[config.mk]
export PLATFORM = sky130hd
export DESIGN_NAME = cpu_ram_arbiter_flat
export DESIGN_NICKNAME = d
export VERILOG_FILES = /design/src/rtl/cpu_ram_arbiter_if.sv /design/src/rtl/cpu_ram_arbiter.sv /design/src/flat_wrapper.sv
export SDC_FILE = /design/constraint.sdc
export NUM_CORES = 1
export LEC_CHECK = 0
export CORE_MARGIN = 3
export CORE_UTILIZATION = 50
export CTS_BUF_LIST = sky130_fd_sc_hd__clkbuf_4
export DETAILED_ROUTE_END_ITERATION = 16
export DONT_BUFFER_PORTS = 1
export GPL_ROUTABILITY_DRIVEN = 0
export SLEW_MARGIN = 20
export SYNTH_ARGS = -nofsm -noshare
export SYNTH_HDL_FRONTEND = slang
export SYNTH_SLANG_ARGS = --single-unit
[constraint.sdc]
create_clock -name ram_clk -period 5.95 [get_ports ram_clk]
set_input_delay 1.19 -clock ram_clk [delete_from_list [all_inputs] [get_ports ram_clk]]
set_output_delay 1.19 -clock ram_clk [all_outputs]
set_load 0.01 [all_outputs]
[src/rtl/cpu_ram_arbiter_if.sv]
// Bus bundle between the fetch/data requesters, the arbiter and the RAM port.
// Latency: none; this is wiring only.
// Backpressure: none; requesters hold req and payload until their done pulse.
interface cpu_ram_arbiter_if #(
  parameter int ADDR_W = 32,
  parameter int DATA_W = 32
);
  // Instruction-fetch requester
  logic              i_req;
  logic [ADDR_W-1:0] i_addr;
  logic [DATA_W-1:0] i_rdata;
  logic              i_done;

  // Data load/store requester
  logic              d_req;
  logic              d_wen;
  logic [ADDR_W-1:0] d_addr;
  logic [DATA_W-1:0] d_wdata;
  logic [DATA_W-1:0] d_rdata;
  logic              d_done;

  // Single shared RAM port
  logic [ADDR_W-1:0] ram_addr;
  logic [DATA_W-1:0] ram_store;
  logic              ram_ren;
  logic              ram_wen;
  logic [DATA_W-1:0] ram_load;

  // Arbiter view: takes requests and RAM read data, drives RAM and responses
  modport slave (
    input  i_req, i_addr, d_req, d_wen, d_addr, d_wdata, ram_load,
    output i_rdata, i_done, d_rdata, d_done,
    output ram_addr, ram_store, ram_ren, ram_wen
  );

  // Requester/RAM-model view: the mirror of the arbiter view
  modport master (
    output i_req, i_addr, d_req, d_wen, d_addr, d_wdata, ram_load,
    input  i_rdata, i_done, d_rdata, d_done,
    input  ram_addr, ram_store, ram_ren, ram_wen
  );
endinterface

[src/rtl/cpu_ram_arbiter.sv]
// Round-robin arbiter sharing one RAM port between instruction fetch (I) and data (D).
// Latency: grant in IDLE, RAM_LAT ACCESS cycles, then a one-cycle done pulse (RAM_LAT+2 per access).
// Backpressure: requesters hold req/payload until done; inputs are ignored outside IDLE.
module cpu_ram_arbiter #(
  parameter int RAM_LAT = 2,
  parameter int ADDR_W  = 32,
  parameter int DATA_W  = 32
) (
  input  logic                    ram_clk,
  input  logic                    rst,
  cpu_ram_arbiter_if.slave        bus
);

  localparam logic [1:0] ST_IDLE   = 2'd0;
  localparam logic [1:0] ST_ACCESS = 2'd1;
  localparam logic [1:0] ST_RESP   = 2'd2;

  // Owner / last-grant encoding: 0 = fetch port, 1 = data port
  localparam logic OWN_I = 1'b0;
  localparam logic OWN_D = 1'b1;

  localparam logic [3:0] CNT_INIT = 4'(RAM_LAT - 1);

  logic [1:0]        state_q,      state_d;
  logic [3:0]        cnt_q,        cnt_d;
  logic              owner_q,      owner_d;
  logic              last_grant_q, last_grant_d;
  logic              wen_q,        wen_d;
  logic [ADDR_W-1:0] addr_q,       addr_d;
  logic [DATA_W-1:0] wdata_q,      wdata_d;
  logic [DATA_W-1:0] i_rdata_q,    i_rdata_d;
  logic [DATA_W-1:0] d_rdata_q,    d_rdata_d;

  logic              grant_d;
  logic              in_access;
  logic              in_resp;

  // D wins if it is the only requester, or if both request and I was served last
  always_comb begin
    grant_d = bus.d_req && (!bus.i_req || (last_grant_q == OWN_I));
  end

  // Next-state logic: arbitration in IDLE, latency countdown in ACCESS, one-cycle RESP
  always_comb begin
    state_d      = state_q;
    cnt_d        = cnt_q;
    owner_d      = owner_q;
    last_grant_d = last_grant_q;
    wen_d        = wen_q;
    addr_d       = addr_q;
    wdata_d      = wdata_q;
    i_rdata_d    = i_rdata_q;
    d_rdata_d    = d_rdata_q;

    case (state_q)
      ST_IDLE: begin
        if (bus.i_req || bus.d_req) begin
          owner_d      = grant_d ? OWN_D : OWN_I;
          last_grant_d = grant_d ? OWN_D : OWN_I;
          addr_d       = grant_d ? bus.d_addr : bus.i_addr;
          wdata_d      = grant_d ? bus.d_wdata : '0;
          wen_d        = grant_d && bus.d_wen;
          cnt_d        = CNT_INIT;
          state_d      = ST_ACCESS;
        end
      end

      ST_ACCESS: begin
        if (cnt_q == 4'd0) begin
          // Last ACCESS cycle: RAM data is valid now, stores leave rdata alone
          if (!wen_q) begin
            if (owner_q == OWN_D) begin
              d_rdata_d = bus.ram_load;
            end else begin
              i_rdata_d = bus.ram_load;
            end
          end
          state_d = ST_RESP;
        end else begin
          cnt_d = cnt_q - 4'd1;
        end
      end

      ST_RESP: begin
        state_d = ST_IDLE;
      end

      default: begin
        state_d = ST_IDLE;
      end
    endcase
  end

  // State registers; async reset so the RAM strobes drop the moment rst rises
  always_ff @(posedge ram_clk or posedge rst) begin
    if (rst) begin
      state_q      <= ST_IDLE;
      cnt_q        <= 4'd0;
      owner_q      <= OWN_I;
      last_grant_q <= OWN_I;
      wen_q        <= 1'b0;
      addr_q       <= '0;
      wdata_q      <= '0;
      i_rdata_q    <= '0;
      d_rdata_q    <= '0;
    end else begin
      state_q      <= state_d;
      cnt_q        <= cnt_d;
      owner_q      <= owner_d;
      last_grant_q <= last_grant_d;
      wen_q        <= wen_d;
      addr_q       <= addr_d;
      wdata_q      <= wdata_d;
      i_rdata_q    <= i_rdata_d;
      d_rdata_q    <= d_rdata_d;
    end
  end

  // RAM port and done pulses decode straight from the registered state
  always_comb begin
    in_access     = (state_q == ST_ACCESS);
    in_resp       = (state_q == ST_RESP);
    bus.ram_ren   = in_access && !wen_q;
    bus.ram_wen   = in_access && wen_q;
    bus.ram_addr  = in_access ? addr_q : '0;
    bus.ram_store = (in_access && wen_q) ? wdata_q : '0;
    bus.i_done    = in_resp && (owner_q == OWN_I);
    bus.d_done    = in_resp && (owner_q == OWN_D);
    bus.i_rdata   = i_rdata_q;
    bus.d_rdata   = d_rdata_q;
  end

endmodule

[src/flat_wrapper.sv]
// flat-port wrapper written by rule: the top's interface ports become plain ports
module cpu_ram_arbiter_flat 
#(
  parameter int RAM_LAT = 2,
  parameter int ADDR_W  = 32,
  parameter int DATA_W  = 32
)
  (ram_clk, rst, bus_i_req, bus_i_addr, bus_d_req, bus_d_wen, bus_d_addr, bus_d_wdata, bus_ram_load, bus_i_rdata, bus_i_done, bus_d_rdata, bus_d_done, bus_ram_addr, bus_ram_store, bus_ram_ren, bus_ram_wen);
  cpu_ram_arbiter_if #(.ADDR_W(ADDR_W), .DATA_W(DATA_W)) bus_i ();
  input  logic ram_clk;
  input  logic rst;
  input wire logic [$bits(bus_i.i_req)-1:0] bus_i_req;
  input wire logic [$bits(bus_i.i_addr)-1:0] bus_i_addr;
  input wire logic [$bits(bus_i.d_req)-1:0] bus_d_req;
  input wire logic [$bits(bus_i.d_wen)-1:0] bus_d_wen;
  input wire logic [$bits(bus_i.d_addr)-1:0] bus_d_addr;
  input wire logic [$bits(bus_i.d_wdata)-1:0] bus_d_wdata;
  input wire logic [$bits(bus_i.ram_load)-1:0] bus_ram_load;
  output wire logic [$bits(bus_i.i_rdata)-1:0] bus_i_rdata;
  output wire logic [$bits(bus_i.i_done)-1:0] bus_i_done;
  output wire logic [$bits(bus_i.d_rdata)-1:0] bus_d_rdata;
  output wire logic [$bits(bus_i.d_done)-1:0] bus_d_done;
  output wire logic [$bits(bus_i.ram_addr)-1:0] bus_ram_addr;
  output wire logic [$bits(bus_i.ram_store)-1:0] bus_ram_store;
  output wire logic [$bits(bus_i.ram_ren)-1:0] bus_ram_ren;
  output wire logic [$bits(bus_i.ram_wen)-1:0] bus_ram_wen;
  assign bus_i.i_req = bus_i_req;
  assign bus_i.i_addr = bus_i_addr;
  assign bus_i.d_req = bus_d_req;
  assign bus_i.d_wen = bus_d_wen;
  assign bus_i.d_addr = bus_d_addr;
  assign bus_i.d_wdata = bus_d_wdata;
  assign bus_i.ram_load = bus_ram_load;
  assign bus_i_rdata = bus_i.i_rdata;
  assign bus_i_done = bus_i.i_done;
  assign bus_d_rdata = bus_i.d_rdata;
  assign bus_d_done = bus_i.d_done;
  assign bus_ram_addr = bus_i.ram_addr;
  assign bus_ram_store = bus_i.ram_store;
  assign bus_ram_ren = bus_i.ram_ren;
  assign bus_ram_wen = bus_i.ram_wen;
  cpu_ram_arbiter #(.RAM_LAT(RAM_LAT), .ADDR_W(ADDR_W), .DATA_W(DATA_W)) u_core (.ram_clk(ram_clk), .rst(rst), .bus(bus_i));
endmodule
* Word-level counts from Yosys, hierarchy flattened *
Index checks and enable logic that the tools add are counted.

operators by class
  bitwise logic cells = 2
  mux-type cells = 11
  equal/unequal tests = 5
  $add $sub $neg = 1
  reduce and logical (&&, ||, !) cells = 18

operator list
  kind                   count
  $mux W32               4
  $mux W4                2
  $pmux W4 S2            1
  $reduce_and A4 Y1      2
  $logic_and A1 B1 Y1    6
  $logic_not A4 Y1       1
  $mux W2                2
  $ne A2 B2 Y1 const B   2
  $pmux W2 S2            1
  $reduce_and A2 Y1      2
  $sub A4 B1 Y4 const B  1
  $reduce_and A3 Y1      1
  $eq A2 B1 Y1 const B   1
  $eq A2 B2 Y1 const B   1
  $logic_not A1 Y1       2
  $logic_not A2 Y1       1
  $logic_or A1 B1 Y1     2
  $ne A2 B1 Y1 const B   1
  $not A1 Y1             2
  $reduce_bool A2 Y1     1
  $mux W1                1

storage, ports and cells
  register bits after elaboration = 136
  output and inout port bits = 132
  input bits = 133

* Logic depth before layout (Yosys ltp) *
Gate-level depths: netlist (run 1).

  depth after elaboration = 4
  gate-level depth with buffers = 7
  mapped depth without buffers = 5

* Worst setup path before layout (run 1) *
OpenSTA, ideal clock, no wires.

  path type = register to output
  start = register u_core.state_q[1]
  end = output port bus_ram_addr[11]
  path buffers = 2
  arrival time = 1,264 ps
  cell stages (with the launch flop) = 5
  path slack = 3,496 ps
  required time = 4,760 ps
  cells stage by stage = dfrtp_1 nor2b_1 clkbuf_1 clkbuf_1 and2_1

on the way
  word-level cells in the longest chain between the ends = 2

ends and longest elaborated chain
  what                      RTL line                RTL
  start: declaration        cpu_ram_arbiter.sv:24   logic [1:0] state_q, state_d;
  start signal: assignment  cpu_ram_arbiter.sv:107  state_q <= state_d;
  $eq A2 B1 Y1              cpu_ram_arbiter.sv:121  in_access = (state_q == ST_ACCESS);
  $mux W32                  cpu_ram_arbiter.sv:125  bus.ram_addr = in_access ? addr_q : '0;
  end: declaration          flat_wrapper.sv:23      output wire logic [$bits(bus_i.ram_addr)-1:0] bus_ram_addr;

Every way passes these cells.

* Worst setup path after layout (run 1) *
  start = register u_core.state_q[1]
  end = output port bus_ram_store[30]

on the way
  word-level cells in the longest chain between the ends = 3

ends and longest elaborated chain
  what                 RTL line                RTL
  $eq A2 B1 Y1         cpu_ram_arbiter.sv:121
  $logic_and A1 B1 Y1  cpu_ram_arbiter.sv:126  bus.ram_store = (in_access && wen_q) ? wdata_q : '0;
  $mux W32             cpu_ram_arbiter.sv:126
  end: declaration     flat_wrapper.sv:24      output wire logic [$bits(bus_i.ram_store)-1:0] bus_ram_store;

Every way passes these cells.

==> metrics.cfg, run 1 <==
[placed_design]
portBuffers=0
place_hpwl_um=9400
dp_cells=581

[worst_setup_path]
crit_chain=nor2b_4, buf_16, and3_1
path_max_fanout=47
crit_type=flip-flop to output pin
critPathLaunchType=flip-flop
critPathCaptureType=output pin
regToRegStartpoint=u_core.wen_q
arrival_ns=1.93
slowest_stage=dfrtp_1
crit_required_ns=4.76
worst-path-buf-inv=1
reg2reg_to=u_core.bus.i_rdata[17]
slowest_delay_ns=0.47
r2r_slack_ns=3.62
rr_worst_depth=3
crit_family=simple AND/OR/NAND/NOR gates

[timing]
final_hold_viol_count=0
finalCritPeriodShare_pct=52.4
finalMaxSlewViolations=0
finalSetupTns_ns=0
fin_skew_ns=0.00924
tightest_slew_ns=0.861
rsz0062_at_grt=false
setup_viol=0
fmax_ghz=0.321
finalCriticalPeriod_ns=3.12
relSlewSlack_pct=42.6

[synthesis]
ys.warnings.count=0
yosys_register_bits=136
netlist_top_cells_area=dfrtp_1 56%, mux2_4 7.4%, mux2_2 6.5%, a22o_1 4.8%, a2bb2oi_1 4.6%
synth_cells=474
ys.flop_type=dfrtp_1
yosysMostFrequentCell=dfrtp_1
yosysTopAreaCell=dfrtp_1
syn_area_um2=6050
syn_nets=608
synth_async_sr_flop_share_pct=100
synth_edf_count=0
yosysSeqAreaShare_pct=56.2
avgSynthCellArea_um2=12.8
synth_top_area_share_pct=56.2
yosysUniqueCellTypes=36
synth_common_cells=136 x dfrtp_1, 35 x mux2_2, 34 x nand2_1

[global_route]
antenna_found_initial=1
grt_max_degree=81
grt_pass1_wl_um=21300
grt_overflow_total=0
grt_pass1_vias=3966
grt_usage_pct=20.6

[hold_path]
hp-start=u_core.wdata_q[0]
holdPathStages=1
min_path_type=flip-flop to flip-flop
min_to=u_core.wdata_q[0]

[job]
cap_violations=0

[final_layout]
fin_nets=592
drive_gt1_share_pct=24.5
fin_cells=614
area_growth_pct=5.79

[pwr]
cellPowerDensity_nw_per_um2=610
ir_worst_vdd_mv=0.258
seqPwrFrac_pct=47.4
pwr-share-comb_pct=36.8
p_sw_mw=1.46
clkPwrFrac_pct=15.9
power.static_leakage_nw=2.97
intPower_mw=2.44
swShare_pct=37.5

[clock_network]
postCtsHoldBufs=0
cts_buffers=17
path_clk_slew_ns=0.11
cts-root-buf=clkbuf_4
clockBufferDepth=2
ctsResizeCount=0
postCtsSetupBuffers=0
cts_tree=yes
htree_levels=4
insertion_delay_ns=0.52
cts.sinks=136

[route]
routed_wl_um=14200
drt-vias-per-instance=6.18
wl_per_cell_um=23.1
dr.pass1.iters=5
initialDrtViolationCount=183
drc_errors=0
route.vias.total=3797
ant_nets=0

[die]
die_w_um=116
die-area_um2=13500
die_h_um=116
io_pins=265
fp-row-count=39
core_area_um2=11600
start_util_pct=52.1

[status]
status=finished, final reports clean

layout make-up:
cell class,count,area [um2]
Antenna cell,1,2.50
Clock buffer,21,158
Clock inverter,10,129
Fill cell,1004,5210
Inverter,3,16.3
Multi-Input combinational cell,292,2430
Sequential cell,136,3400
Tap cell,143,179
Timing Repair Buffer,8,80.1
cell usage in the layout, fill, tap and decap left out, types with 3 or more instances in the layout:
master	netlist	layout
dfrtp_1	136	136
mux2_2	35	35
nand2_1	34	34
a22o_1	33	33
and2_1	33	33
a211oi_1	32	32
a2bb2oi_1	32	32
and3_1	32	32
mux2_4	30	30
clkbuf_4	0	21
buf_4	0	7
o211ai_1	4	4
nor2_2	0	3
clkinv_2	0	3
bufinv_16	0	3
sequential cells by signal, summed over array words and instances, names as in the netlist:
signal,count
u_core.wdata_q,32
u_core.cnt_q,4
u_core.addr_q,32
u_core.bus.d_rdata,32
u_core.state_q,2
u_core.owner_q,1
u_core.bus.i_rdata,32
u_core.wen_q,1
through the flow:
step	setup WS, ns	total power [mW]	area (um2)	utilization [%]	hold WS, ns
after floorplan	1.12	2.99	6050	-	0.465
after global placement	3.17	3.23	6080	52.4	0.481
after detailed placement	3.05	3.28	6080	52.4	0.482
after CTS	2.44	3.91	6370	54.9	0.514
after global routing	2.66	4.17	6400	55.1	0.527
final	2.83	3.90	6400	55.1	0.509
layer usage:
| metal | routed length, um | GRT usage (%) | vias up |
|---|---|---|---|
| met4 | 311 | 9.13 | 0 |
| li1 | - | - | 1699 |
| met5 | 0 | 0 | - |
| met3 | 1460 | 8.20 | 21 |
| met1 | 5650 | 25.0 | 1893 |
| met2 | 6740 | 32.5 | 184 |
logic make-up (layout without fill, tap and decap cells):
| logic type | count (synthesis) | after routing | share of synthesized area [%] |
|---|---|---|---|
| flops | 136 | 136 | 56.2 |
| compound gates | 108 | 108 | 14.7 |
| mux | 65 | 65 | 14.0 |
| fa+ha+maj | 1 | 1 | 0.207 |
| buf+inv | 46 | 42 | 3.85 |
| simple gates | 118 | 118 | 11.0 |
| other cells | 0 | 1 | 0 |
power by group through the flow:
stage	clock network [mW]	logic [mW]	registers, mW
5_1_grt	0.689	1.57	1.91
6_report	0.619	1.44	1.85
4_1_cts	0.639	1.43	1.85
3_3_place_gp	0	1.38	1.85
2_1_floorplan	0	1.28	1.71
3_5_place_dp	0	1.43	1.86
worst max path at each step:
stage,start,endpoint,slack [ns],cells past startpoint
6_report,u_core.state_q[1],bus_ram_store[30],2.83,3
5_1_grt,u_core.state_q[1],bus_ram_store[26],2.66,3
4_1_cts,u_core.state_q[1],bus_ram_store[8],2.44,2
3_5_place_dp,u_core.state_q[1],bus_ram_store[30],3.05,2
3_3_place_gp,u_core.state_q[1],bus_ram_store[26],3.17,2
2_1_floorplan,rst,u_core.addr_q[0],1.12,1
No activity file was read; power rests on OpenSTA's default activity.
==> run 2, diff against run 1 <==
--- a/config.mk
+++ b/config.mk
@@ -11,6 +11,7 @@
 export DETAILED_ROUTE_END_ITERATION = 16
 export DONT_BUFFER_PORTS = 1
 export GPL_ROUTABILITY_DRIVEN = 0
+export PLACE_DENSITY = 0.68
 export SLEW_MARGIN = 20
 export SYNTH_ARGS = -nofsm -noshare
 export SYNTH_HDL_FRONTEND = slang
==> constraint.sdc (replaced) <==
create_clock -name ram_clk -period 2.8 [get_ports ram_clk]
set_input_delay 0.56 -clock ram_clk [delete_from_list [all_inputs] [get_ports ram_clk]]
set_output_delay 0.56 -clock ram_clk [all_outputs]
set_load 0.01 [all_outputs]
==> run 2 against run 1 <==
Compared with the run above:
- cell area increased by 0.23%
- worst setup slack lost 2.6 ns
- die area unchanged
- sequential share of layout area is 0.12 points lower
- via count is 1.9% higher
- register-to-register slack got worse by 3.1 ns
- first-iteration DRC count up 59%
==> metrics.cfg, run 2 (synthesis results as in run 1) <==
[timing]
finalMaxSlewViolations=0
finalSetupTns_ns=0
relSlewSlack_pct=39.6
finalCriticalPeriod_ns=2.57
setup_viol=0
rsz0062_at_grt=false
fmax_ghz=0.389
timing.hold.ws_ns=0.0643
fin_skew_ns=0.0187
finalCritPeriodShare_pct=91.8
final_hold_viol_count=0
tightest_slew_ns=0.904

[die]
fp-row-count=39
core_area_um2=11600
die-area_um2=13500
die_h_um=116
die_w_um=116
start_util_pct=52.1
io_pins=265

[final_layout]
final_cell_mix=136 x dfrtp_1, 35 x mux2_2, 34 x nand2_1
layout_commonest_cell=dfrtp_1
area_growth_pct=6.04
drive_gt1_share_pct=25.4
antenna_cells=0
final_util_pct=55.2
fin_nets=595
fillers=969

[clock_network]
insertion_delay_ns=0.53
cts-root-buf=clkbuf_4
ctsResizeCount=0
cts_tree=yes
postCtsHoldBufs=0
clockBufferDepth=2
cts_buffers=17
cts.sinks=136
postCtsSetupBuffers=0
htree_levels=4
path_clk_slew_ns=0.12

[pwr]
power.static_leakage_nw=2.97
cellPowerDensity_nw_per_um2=1280
ir_worst_vdd_mv=0.711

[route]
route.vias.total=3871
ant_nets=0
drt-vias-per-instance=6.28
wl_per_cell_um=23.0
initialDrtViolationCount=291
drc_errors=0
routed_wl_um=14200
dr.pass1.iters=4

[hold_path]
min_path_type=input port to async pin

[global_route]
grt_pass1_wl_um=21200
grt_usage_pct=20.6
grt_overflow_total=0
grt_max_degree=62
grt_pass1_vias=3939
antenna_found_initial=0

[worst_setup_path]
path_max_fanout=41
critPathCaptureType=output pin
arrival_ns=2.01
crit_required_ns=2.24
critPathLaunchType=flip-flop
crit_type=flip-flop to output pin

[job]
cap_violations=0

[placed_design]
portBuffers=0
place_hpwl_um=9700

[status]
status=finished, final reports clean

## run 2: cell types whose count changed in the layout (fill, tap and decap cells not counted), sizes merged
cell / change
diode: -1
buf: +3
clkinvlp: +3
bufinv: -1
clkbuf: -3
clkinv: +1
## run 2: final timing paths
| path | endpoint | cells past startpoint | slack, ns | startpoint |
|---|---|---|---|---|
| worst max-delay path | bus_ram_addr[10] | 3 | 0.23 | u_core.state_q[0] |
| worst min-delay path | u_core.addr_q[26] | 1 | 0.06 | rst |
| min in group ram_clk | u_core.wdata_q[3] | 1 | 0.15 | bus_d_wdata[3] |
| max in group asynchronous | u_core.bus.i_rdata[9] | 2 | 1.93 | rst |
| worst max register to register | u_core.bus.i_rdata[20] | 6 | 0.52 | u_core.cnt_q[0] |
| worst min register to register | u_core.wdata_q[12] | 1 | 0.51 | u_core.wdata_q[12] |
## run 2: power by group
group / leakage (nW) / switching (mW) / internal [mW]
clock network: 0.144 / 0.702 / 0.527
logic: 1.21 / 1.56 / 1.59
registers: 1.62 / 0.891 / 2.96
## run 2: metrics by stage
stage / cell area (um2) / power, mW / worst slack (ns) / cells
6_report: 6420 / 8.23 / 0.229 / 616
5_1_grt: 6420 / 8.77 / 0.0504 / 616
4_1_cts: 6420 / 8.31 / 0.173 / 616
3_5_place_dp: 6150 / 7.05 / 0.560 / 585
3_3_place_gp: 6150 / 6.91 / 0.623 / 585
2_1_floorplan: 6050 / 6.35 / 0.547 / 474
## run 2: per-layer routing
layer	vias to the layer above	GRT usage (%)	share of wire [%]
li1	1716	-	-
met1	1911	24.7	39
met2	218	32.3	47
met3	26	9.77	11
met4	0	7.89	1.9
met5	-	0	0
## run 2: layout make-up
type                    count  area, um2  share of cell area [%]
clock inverters            13        130                    2.03
repair buffers             11        120                    1.87
well taps                 143        179                    2.79
inverters                   3       15.0                   0.234
multi-input cells         292       2430                    37.9
flip-flops and latches    136       3400                    53.0
clock buffers              18        135                    2.11
## run 2: critical path, stage by stage, from the launching register on
cell and delay [ns]:
dfrtp_1 0.44, nor2b_4 0.54, buf_12 0.26, and2_1 0.24
==> run 3, diff against run 2 <==
--- a/config.mk
+++ b/config.mk
@@ -11,7 +11,7 @@
 export DETAILED_ROUTE_END_ITERATION = 16
 export DONT_BUFFER_PORTS = 1
 export GPL_ROUTABILITY_DRIVEN = 0
-export PLACE_DENSITY = 0.68
+export PLACE_DENSITY = 0.73
 export SLEW_MARGIN = 20
 export SYNTH_ARGS = -nofsm -noshare
 export SYNTH_HDL_FRONTEND = slang
==> run 3 against run 2 <==
Compared with the run above:
- utilization is 0.50 points higher
- non-clock buffer count up 2
- register-to-register slack is essentially flat
- sequential cell count unchanged
- worst hold slack improved by 0.094 ns
- via count is 0.88% lower
- sequential share of layout area down 0.47 points
- first-iteration DRC count fell by 5.5%
- clock-buffer cell count fell by 1
- critical path type unchanged
- critical endpoint is now bus_ram_store[28]
- largest power group unchanged
==> metrics.cfg, run 3 (synthesis results as in run 1) <==
[status]
status=finished, final reports clean

[clock_network]
postCtsHoldBufs=1
htree_levels=4
postCtsSetupBuffers=0
cts_tree=yes
path_clk_slew_ns=0.12
insertion_delay_ns=0.52
cts-root-buf=clkbuf_4
ctsResizeCount=0
clockBufferDepth=2
cts.sinks=136
cts_buffers=17

[pwr]
power.static_leakage_nw=2.99
power.total_mw=8.36
cellPowerDensity_nw_per_um2=1290
ir_worst_vdd_mv=0.600

[worst_setup_path]
crit_family=simple AND/OR/NAND/NOR gates
critPathCaptureType=output pin
worst-path-buf-inv=1
slowest_delay_ns=0.47
arrival_ns=1.88
crit_chain=nor2b_4, buf_12, and3_1
slowest_stage=dfrtp_1
r2r_slack_ns=0.51
path_max_fanout=52
crit_type=flip-flop to output pin
crit_required_ns=2.24
critPathLaunchType=flip-flop

[placed_design]
dp_cells=586
portBuffers=0
place_area_um2=6160
pre_cts_slack_ns=0.545
place_hpwl_um=9870

[final_layout]
layout_commonest_cell=dfrtp_1
area_growth_pct=6.99
multi_input_area_um2=2430
stdcell_area_um2=6470
final_cell_mix=136 x dfrtp_1, 35 x mux2_2, 34 x nand2_1
final_util_pct=55.7
fin_nets=597
drive_gt1_share_pct=25.5
fin_cells=619
ff_latch_area_um2=3400
fillers=965

[timing]
timing.hold.ws_ns=0.158
rsz0062_at_grt=false
setup_viol=0
finalMaxSlewViolations=0
finalCriticalPeriod_ns=2.44
setup_slack_ns=0.362
final_hold_viol_count=0
fin_skew_ns=0.0133
finalCritPeriodShare_pct=87.1
fmax_ghz=0.410
tightest_slew_ns=0.716
relSlewSlack_pct=52.1
finalSetupTns_ns=0

[die]
die_h_um=116
die_w_um=116
fp-row-count=39
die-area_um2=13500
start_util_pct=52.1
io_pins=265
core_area_um2=11600

[global_route]
antenna_found_initial=1
grt_max_degree=89
grt_usage_pct=20.3
grt_pass1_vias=3964
grt_overflow_total=0
grt_pass1_wl_um=21100

[job]
cap_violations=0

[route]
ant_nets=0
route.vias.total=3837
dr.pass1.iters=4
initialDrtViolationCount=275
drt-vias-per-instance=6.20
routed_wl_um=14000
wl_per_cell_um=22.7
drc_errors=0

[hold_path]
min_path_type=input port to flip-flop

-- run 3: cell types whose count changed in the layout (fill, tap and decap cells not counted), sizes merged --
cell / delta
dlygate4sd3: +1
clkinvlp: -1
bufinv: +1
clkbuf: -1
diode: +1
inv: +1
buf: +1
-- run 3: layout make-up --
cell class | count | area share [%]
inverters | 3 | 0.232
clock buffers | 17 | 1.97
diodes | 1 | 0.0387
clock inverters | 14 | 2.71
multi-input cells | 292 | 37.6
repair buffers | 13 | 2.13
flip-flops and latches | 136 | 52.6
well taps | 143 | 2.76
-- run 3: report_power, final --
group | switching, mW | internal, mW | total, mW
Sequential | 0.918 | 2.96 | 3.88
Clock | 0.723 | 0.622 | 1.35
Combinational | 1.54 | 1.59 | 3.13
Total | 3.18 | 5.18 | 8.36
-- run 3: final timing paths --
check / start / endpoint / cells past startpoint
max: u_core.state_q[1] / bus_ram_store[28] / 3
min: bus_d_wdata[19] / u_core.wdata_q[19] / 1
max reg2reg: u_core.cnt_q[0] / u_core.bus.i_rdata[14] / 6
min reg2reg: u_core.wdata_q[4] / u_core.wdata_q[4] / 1
max in group asynchronous: rst / u_core.cnt_q[3] / 3
min in group asynchronous: rst / u_core.addr_q[16] / 3
-- run 3: metal layers --
layer,part of all wire [%],vias to the layer above,global-route usage [%]
li1,-,1712,-
met1,40,1889,25.4
met2,47,219,31.4
met3,12,17,8.51
met4,1.4,0,8.20
met5,0,-,0
